### src/rtl/rgb_pkg.sv
// Shared definitions for the colour <-> RGB converter family: widths,
// channel positions within a pixel, colour bit order and named colour codes.
package rgb_pkg;

  localparam int RGB_W = 24;
  localparam int CH_W  = 8;

  localparam int R_LSB = 16;
  localparam int G_LSB = 8;
  localparam int B_LSB = 0;

  localparam int COL_R = 2;
  localparam int COL_G = 1;
  localparam int COL_B = 0;

  typedef logic [2:0] colour_t;

  localparam colour_t COL_BLACK   = 3'b000;
  localparam colour_t COL_BLUE    = 3'b001;
  localparam colour_t COL_GREEN   = 3'b010;
  localparam colour_t COL_CYAN    = 3'b011;
  localparam colour_t COL_RED     = 3'b100;
  localparam colour_t COL_MAGENTA = 3'b101;
  localparam colour_t COL_YELLOW  = 3'b110;
  localparam colour_t COL_WHITE   = 3'b111;

  typedef struct packed {
    logic    valid;
    colour_t colour;
    logic    exact;
  } stage_t;

  function automatic logic [CH_W-1:0] get_ch(input logic [RGB_W-1:0] px, input int lsb);
    return px[lsb +: CH_W];
  endfunction

endpackage

### src/rtl/rgb_colour_decoder_if.sv
// Pixel-in / colour-out stream bundle; slave is the decoder, master the environment.
interface rgb_colour_decoder_if;
  import rgb_pkg::*;

  logic               in_valid;
  logic               in_ready;
  logic [RGB_W-1:0]   rgb;
  logic               out_valid;
  logic               out_ready;
  colour_t            colour;
  logic               exact;

  modport slave (
    input  in_valid, rgb, out_ready,
    output in_ready, out_valid, colour, exact
  );

  modport master (
    output in_valid, rgb, out_ready,
    input  in_ready, out_valid, colour, exact
  );

endinterface

### src/rtl/rgb_chan_quant.sv
// One 8-bit channel to a single colour bit, plus a flag for pure 0x00/0xFF values.
module rgb_chan_quant
  import rgb_pkg::*;
#(
  parameter logic [CH_W-1:0] THRESH = 8'd128
) (
  input  logic [CH_W-1:0] ch,
  output logic            q,
  output logic            exact
);

  assign q     = (ch >= THRESH);
  assign exact = (ch == 8'h00) | (ch == 8'hFF);

endmodule

### src/rtl/rgb_colour_decoder.sv
// Two-stage valid/ready pipeline quantising 24-bit RGB pixels to 3-bit colour
// codes, with a saturating count of delivered pixels that were not pure primaries.
module rgb_colour_decoder
  import rgb_pkg::*;
#(
  parameter logic [CH_W-1:0] THRESH = 8'd128,
  parameter int              CNT_W  = 16
) (
  input  logic                  clk,
  input  logic                  rst,
  input  logic                  enable,
  rgb_colour_decoder_if.slave   bus,
  output logic [CNT_W-1:0]      inexact_cnt
);

  colour_t          q_s;
  logic [2:0]       ch_exact_s;
  logic             px_exact_s;
  logic             adv_s;
  logic             in_ready_s;
  logic             in_xfer_s;
  logic             out_xfer_s;
  logic             cnt_inc_s;
  stage_t           s1_r;
  stage_t           s2_r;
  logic [CNT_W-1:0] cnt_r;

  rgb_chan_quant #(.THRESH(THRESH)) u_quant_r (
    .ch    (get_ch(bus.rgb, R_LSB)),
    .q     (q_s[COL_R]),
    .exact (ch_exact_s[COL_R])
  );

  rgb_chan_quant #(.THRESH(THRESH)) u_quant_g (
    .ch    (get_ch(bus.rgb, G_LSB)),
    .q     (q_s[COL_G]),
    .exact (ch_exact_s[COL_G])
  );

  rgb_chan_quant #(.THRESH(THRESH)) u_quant_b (
    .ch    (get_ch(bus.rgb, B_LSB)),
    .q     (q_s[COL_B]),
    .exact (ch_exact_s[COL_B])
  );

  // Handshake decode: both stages move together whenever the output slot frees up.
  always_comb begin
    px_exact_s = &ch_exact_s;
    adv_s      = !s2_r.valid | bus.out_ready;
    in_ready_s = enable & adv_s;
    in_xfer_s  = bus.in_valid & in_ready_s;
    out_xfer_s = s2_r.valid & bus.out_ready;
    if (out_xfer_s && !s2_r.exact && (cnt_r != {CNT_W{1'b1}})) begin
      cnt_inc_s = 1'b1;
    end else begin
      cnt_inc_s = 1'b0;
    end
  end

  // Pipeline stages and saturating inexact counter.
  always_ff @(posedge clk) begin
    if (rst) begin
      s1_r  <= '0;
      s2_r  <= '0;
      cnt_r <= '0;
    end else begin
      if (adv_s) begin
        s1_r <= {in_xfer_s, q_s, px_exact_s};
        s2_r <= s1_r;
      end else begin
        s1_r <= s1_r;
        s2_r <= s2_r;
      end
      if (cnt_inc_s) begin
        cnt_r <= cnt_r + {{(CNT_W-1){1'b0}}, 1'b1};
      end else begin
        cnt_r <= cnt_r;
      end
    end
  end

  assign bus.in_ready  = in_ready_s;
  assign bus.out_valid = s2_r.valid;
  assign bus.colour    = s2_r.colour;
  assign bus.exact     = s2_r.exact;
  assign inexact_cnt   = cnt_r;

endmodule

### src/flat_wrapper.sv
// flat-port wrapper written by rule: the top's interface ports become plain ports
module rgb_colour_decoder_flat import rgb_pkg::*;
#(
  parameter logic [CH_W-1:0] THRESH = 8'd128,
  parameter int              CNT_W  = 16
)
  (clk, rst, enable, inexact_cnt, bus_in_valid, bus_rgb, bus_out_ready, bus_in_ready, bus_out_valid, bus_colour, bus_exact);
  rgb_colour_decoder_if bus_i ();
  input  logic clk;
  input  logic rst;
  input  logic enable;
  output logic [CNT_W-1:0] inexact_cnt;
  input wire logic [$bits(bus_i.in_valid)-1:0] bus_in_valid;
  input wire logic [$bits(bus_i.rgb)-1:0] bus_rgb;
  input wire logic [$bits(bus_i.out_ready)-1:0] bus_out_ready;
  output wire logic [$bits(bus_i.in_ready)-1:0] bus_in_ready;
  output wire logic [$bits(bus_i.out_valid)-1:0] bus_out_valid;
  output wire logic [$bits(bus_i.colour)-1:0] bus_colour;
  output wire logic [$bits(bus_i.exact)-1:0] bus_exact;
  assign bus_i.in_valid = bus_in_valid;
  assign bus_i.rgb = bus_rgb;
  assign bus_i.out_ready = bus_out_ready;
  assign bus_in_ready = bus_i.in_ready;
  assign bus_out_valid = bus_i.out_valid;
  assign bus_colour = bus_i.colour;
  assign bus_exact = bus_i.exact;
  rgb_colour_decoder #(.THRESH(THRESH), .CNT_W(CNT_W)) u_core (.clk(clk), .rst(rst), .enable(enable), .bus(bus_i), .inexact_cnt(inexact_cnt));
endmodule
### config.mk
export PLATFORM = sky130hd
export DESIGN_NAME = rgb_colour_decoder_flat
export DESIGN_NICKNAME = d
export VERILOG_FILES = /design/src/rtl/rgb_pkg.sv /design/src/rtl/rgb_colour_decoder_if.sv /design/src/rtl/rgb_chan_quant.sv /design/src/rtl/rgb_colour_decoder.sv /design/src/flat_wrapper.sv
export SDC_FILE = /design/constraint.sdc
export NUM_CORES = 1
export LEC_CHECK = 0
export CAP_MARGIN = 15
export CORE_ASPECT_RATIO = 1.5
export CORE_MARGIN = 3
export CORE_UTILIZATION = 39
export DETAILED_ROUTE_END_ITERATION = 10
export GPL_TIMING_DRIVEN = 0
export PLACE_DENSITY = 0.79
export SLEW_MARGIN = 40
export SYNTH_ARGS = -nofsm -noshare
export SYNTH_HDL_FRONTEND = slang
export SYNTH_SLANG_ARGS = --single-unit
### constraint.sdc
create_clock -name clk -period 1.55 [get_ports clk]
set_input_delay 0.155 -clock clk [delete_from_list [all_inputs] [get_ports clk]]
set_output_delay 0.155 -clock clk [all_outputs]
set_load 0.005 [all_outputs]
==> impl_metrics.env <==
export IMPL_drtIter0Drc=24
export IMPL_io_pins=51
export IMPL_cts_tree="done"
export IMPL_yosys_cell_types_count=34
export IMPL_layout_commonest_cell="clkdlybuf4s50_1"
export IMPL_die_y_um=77.0
export IMPL_root_buffer="clkbuf_8"
export IMPL_critPathLaunchType="flop"
export IMPL_antenna_found_initial=0
export IMPL_die_x_um=53.3
export IMPL_cp_slowest_cell="or4_4"
export IMPL_clockBufferDepth=2
export IMPL_grt_pass1_vias=1474
export IMPL_ctsHoldBuffers=0
export IMPL_wl_met3_um=238
export IMPL_fin_cells=273
export IMPL_route_met2_wl_um=2330
export IMPL_crit_family="simple AND/OR/NAND/NOR gates"
export IMPL_htreeDepth=1
export IMPL_max_stage_delay_ns=0.59
export IMPL_via_count=1476
export IMPL_syn2layout_area_growth_pct=76.0
export IMPL_drive_above_1_share=0.309
export IMPL_worst_slack_ns=-0.125
export IMPL_crit_buf_inv=0
export IMPL_drc=0
export IMPL_crit_chain="nand4_1, or4_4, and4_1, xnor2_1, nor2_1"
export IMPL_crit_cells=5
export IMPL_yosysSeqAreaShare=0.397
export IMPL_rr_startpoint="u_core.inexact_cnt[9]"
export IMPL_cp_data_required_time_ns=1.70
export IMPL_track_usage=0.202
export IMPL_grt_max_degree=16
export IMPL_irDropWorstVdd_uv=469
export IMPL_wl_um=4090
export IMPL_place_inst=247
export IMPL_nets=264
export IMPL_period_share=1.08
export IMPL_most_common_layout_cells="clkdlybuf4s50_1 (47), nand2_1 (26), buf_4 (23)"
export IMPL_period_needed_ns=1.67
export IMPL_worstHoldStart="rst"
export IMPL_hp_class="in -> reg"
export IMPL_pwr_density_cell_nw_per_um2=569
export IMPL_ys_warnings_count=0
export IMPL_rows=25
export IMPL_place_hpwl_um=2710
export IMPL_worst_pin_slew_ns=0.472
export IMPL_synthFlopType="dfxtp_1"
export IMPL_worst_ep_arrival_time_ns=1.82
export IMPL_grt_pass1_wl_um=6410
export IMPL_initial_utilization=0.411
export IMPL_ff2ff_setup_slack_ns=-0.12
export IMPL_synth_seq_cells=26
export IMPL_slew_headroom=0.685
export IMPL_finish_utilization=0.723
export IMPL_drv_cap=0
export IMPL_viasPerCell=5.41
export IMPL_placement_io_buffers=49
export IMPL_core_area_um2=3190
export IMPL_finalHoldViolCount=0
export IMPL_die_area_um2=4100
export IMPL_holdPathEnd="u_core.inexact_cnt[1]"
export IMPL_leakagePower_nw=0.808
export IMPL_synth_edff_count=0
export IMPL_cp_end_kind="flop"
export IMPL_hold_path_depth=2
export IMPL_wl_per_cell_um=15.0
export IMPL_fin_tns_setup_ns=-0.486
export IMPL_clk_latency_ns=0.27
export IMPL_netlist_area_um2=1310
export IMPL_antenna_left=0
export IMPL_postLayoutCellArea_um2=2310
export IMPL_rr_worst_depth=5
export IMPL_skew_ns=0.00801
export IMPL_clk_pin_slew_ns=0.10
export IMPL_first_pass_iters=4
export IMPL_holdWs_ns=0.112
export IMPL_violations="negative setup slack"
export IMPL_power_mw=1.31
export IMPL_synth_async_reset_ratio=0
export IMPL_top_layer="met4"
export IMPL_rr_endpoint="u_core.inexact_cnt[5]"
export IMPL_syn_inst=158
export IMPL_final_max_slew_violation_count=0
export IMPL_grt_ovfl_total=0
export IMPL_pre_cts_slack_ns=-0.460
export IMPL_rsz0062_at_grt="yes"
export IMPL_diodes=0
export IMPL_setup_viol=10
export IMPL_placed_cell_area_um2=1950
export IMPL_critPathMaxFanout=5
export IMPL_gp_congestion=0.828
export IMPL_cts_buffers=3
export IMPL_cts_num_sinks=26
export IMPL_crit_type="reg -> reg"
export IMPL_syn_num_nets=188
export IMPL_met1_length_um=1400
export IMPL_max_clock_freq_mhz=597
export IMPL_status="finished with violations"
export IMPL_avgSynthCellArea_um2=8.29
## how the worst max path moves through the flow
stage	from	slack, ns	endpoint
2_1_floorplan	u_core.inexact_cnt[10]	-0.08	u_core.inexact_cnt[5]
3_3_place_gp	bus_out_ready	-0.44	bus_in_ready
3_5_place_dp	bus_out_ready	-0.46	bus_in_ready
4_1_cts	u_core.inexact_cnt[6]	-0.07	u_core.inexact_cnt[5]
5_1_grt	u_core.inexact_cnt[12]	-0.23	u_core.inexact_cnt[2]
6_report	u_core.inexact_cnt[9]	-0.12	u_core.inexact_cnt[5]
## timing repair
item                       4_1_cts  5_1_grt
pin swaps                       10       10
setup buffers                   16        8
setup endpoints to repair       17       15
gates resized for setup         19       19
## final cells by class
| cell class | instances | area [µm²] |
|---|---|---|
| Fill cell | 260 | 885 |
| Timing Repair Buffer | 73 | 679 |
| Sequential cell | 26 | 577 |
| Clock buffer | 4 | 66.3 |
| Buffer | 4 | 28.8 |
| Multi-Input combinational cell | 123 | 893 |
| Tap cell | 40 | 50.0 |
| Inverter | 3 | 11.3 |
## report_power, final
part | internal (mW) | switching [mW] | total, mW
sequential | 0.655 | 0.00783 | 0.663
combinational | 0.0924 | 0.0533 | 0.146
clock | 0.281 | 0.222 | 0.503
## cell usage after synthesis (2+ instances only)
library cell / number / share of area
inv_1: 3 / 0.0086
nand4_2: 2 / 0.019
dfxtp_1: 26 / 0.40
nor3_1: 3 / 0.011
nand3_1: 4 / 0.015
xnor2_1: 12 / 0.080
o21ai_0: 5 / 0.019
nor4_1: 7 / 0.033
nor2_1: 21 / 0.060
nand4_1: 9 / 0.043
nand2_1: 27 / 0.077
nor4_2: 3 / 0.029
clkbuf_1: 4 / 0.011
nand2b_1: 2 / 0.0095
a21oi_1: 11 / 0.042
## kinds of logic after synthesis
kind of cell,Yosys count,share of synthesized area
muxes,1,0.00764
DFF,26,0.397
xor gates and xnor gates,13,0.0869
AOI/OAI and AO/OA,17,0.0669
adders and majority gates,1,0.00955
buffers and inverters,9,0.0363
and+or+nand+nor,91,0.395
## metal layers
layer	track usage	up-vias
met5	0	-
met4	0.0870	0
met3	0.0369	12
met2	0.377	59
met1	0.204	694
li1	-	711
## worst register-to-register path: stages, from the launching register on
cell,delay [ns]
dfxtp_2,0.38
nand4_1,0.19
or4_4,0.59
and4_1,0.21
xnor2_1,0.13
nor2_1,0.05
## state kept, by name (all words and copies together), names as in the netlist
name and count:
u_core.s1_r 5, u_core.bus.out_valid 1, u_core.bus.colour 3, u_core.bus.exact 1, u_core.inexact_cnt 16
Note: power is estimated with default switching activity, not from simulation.
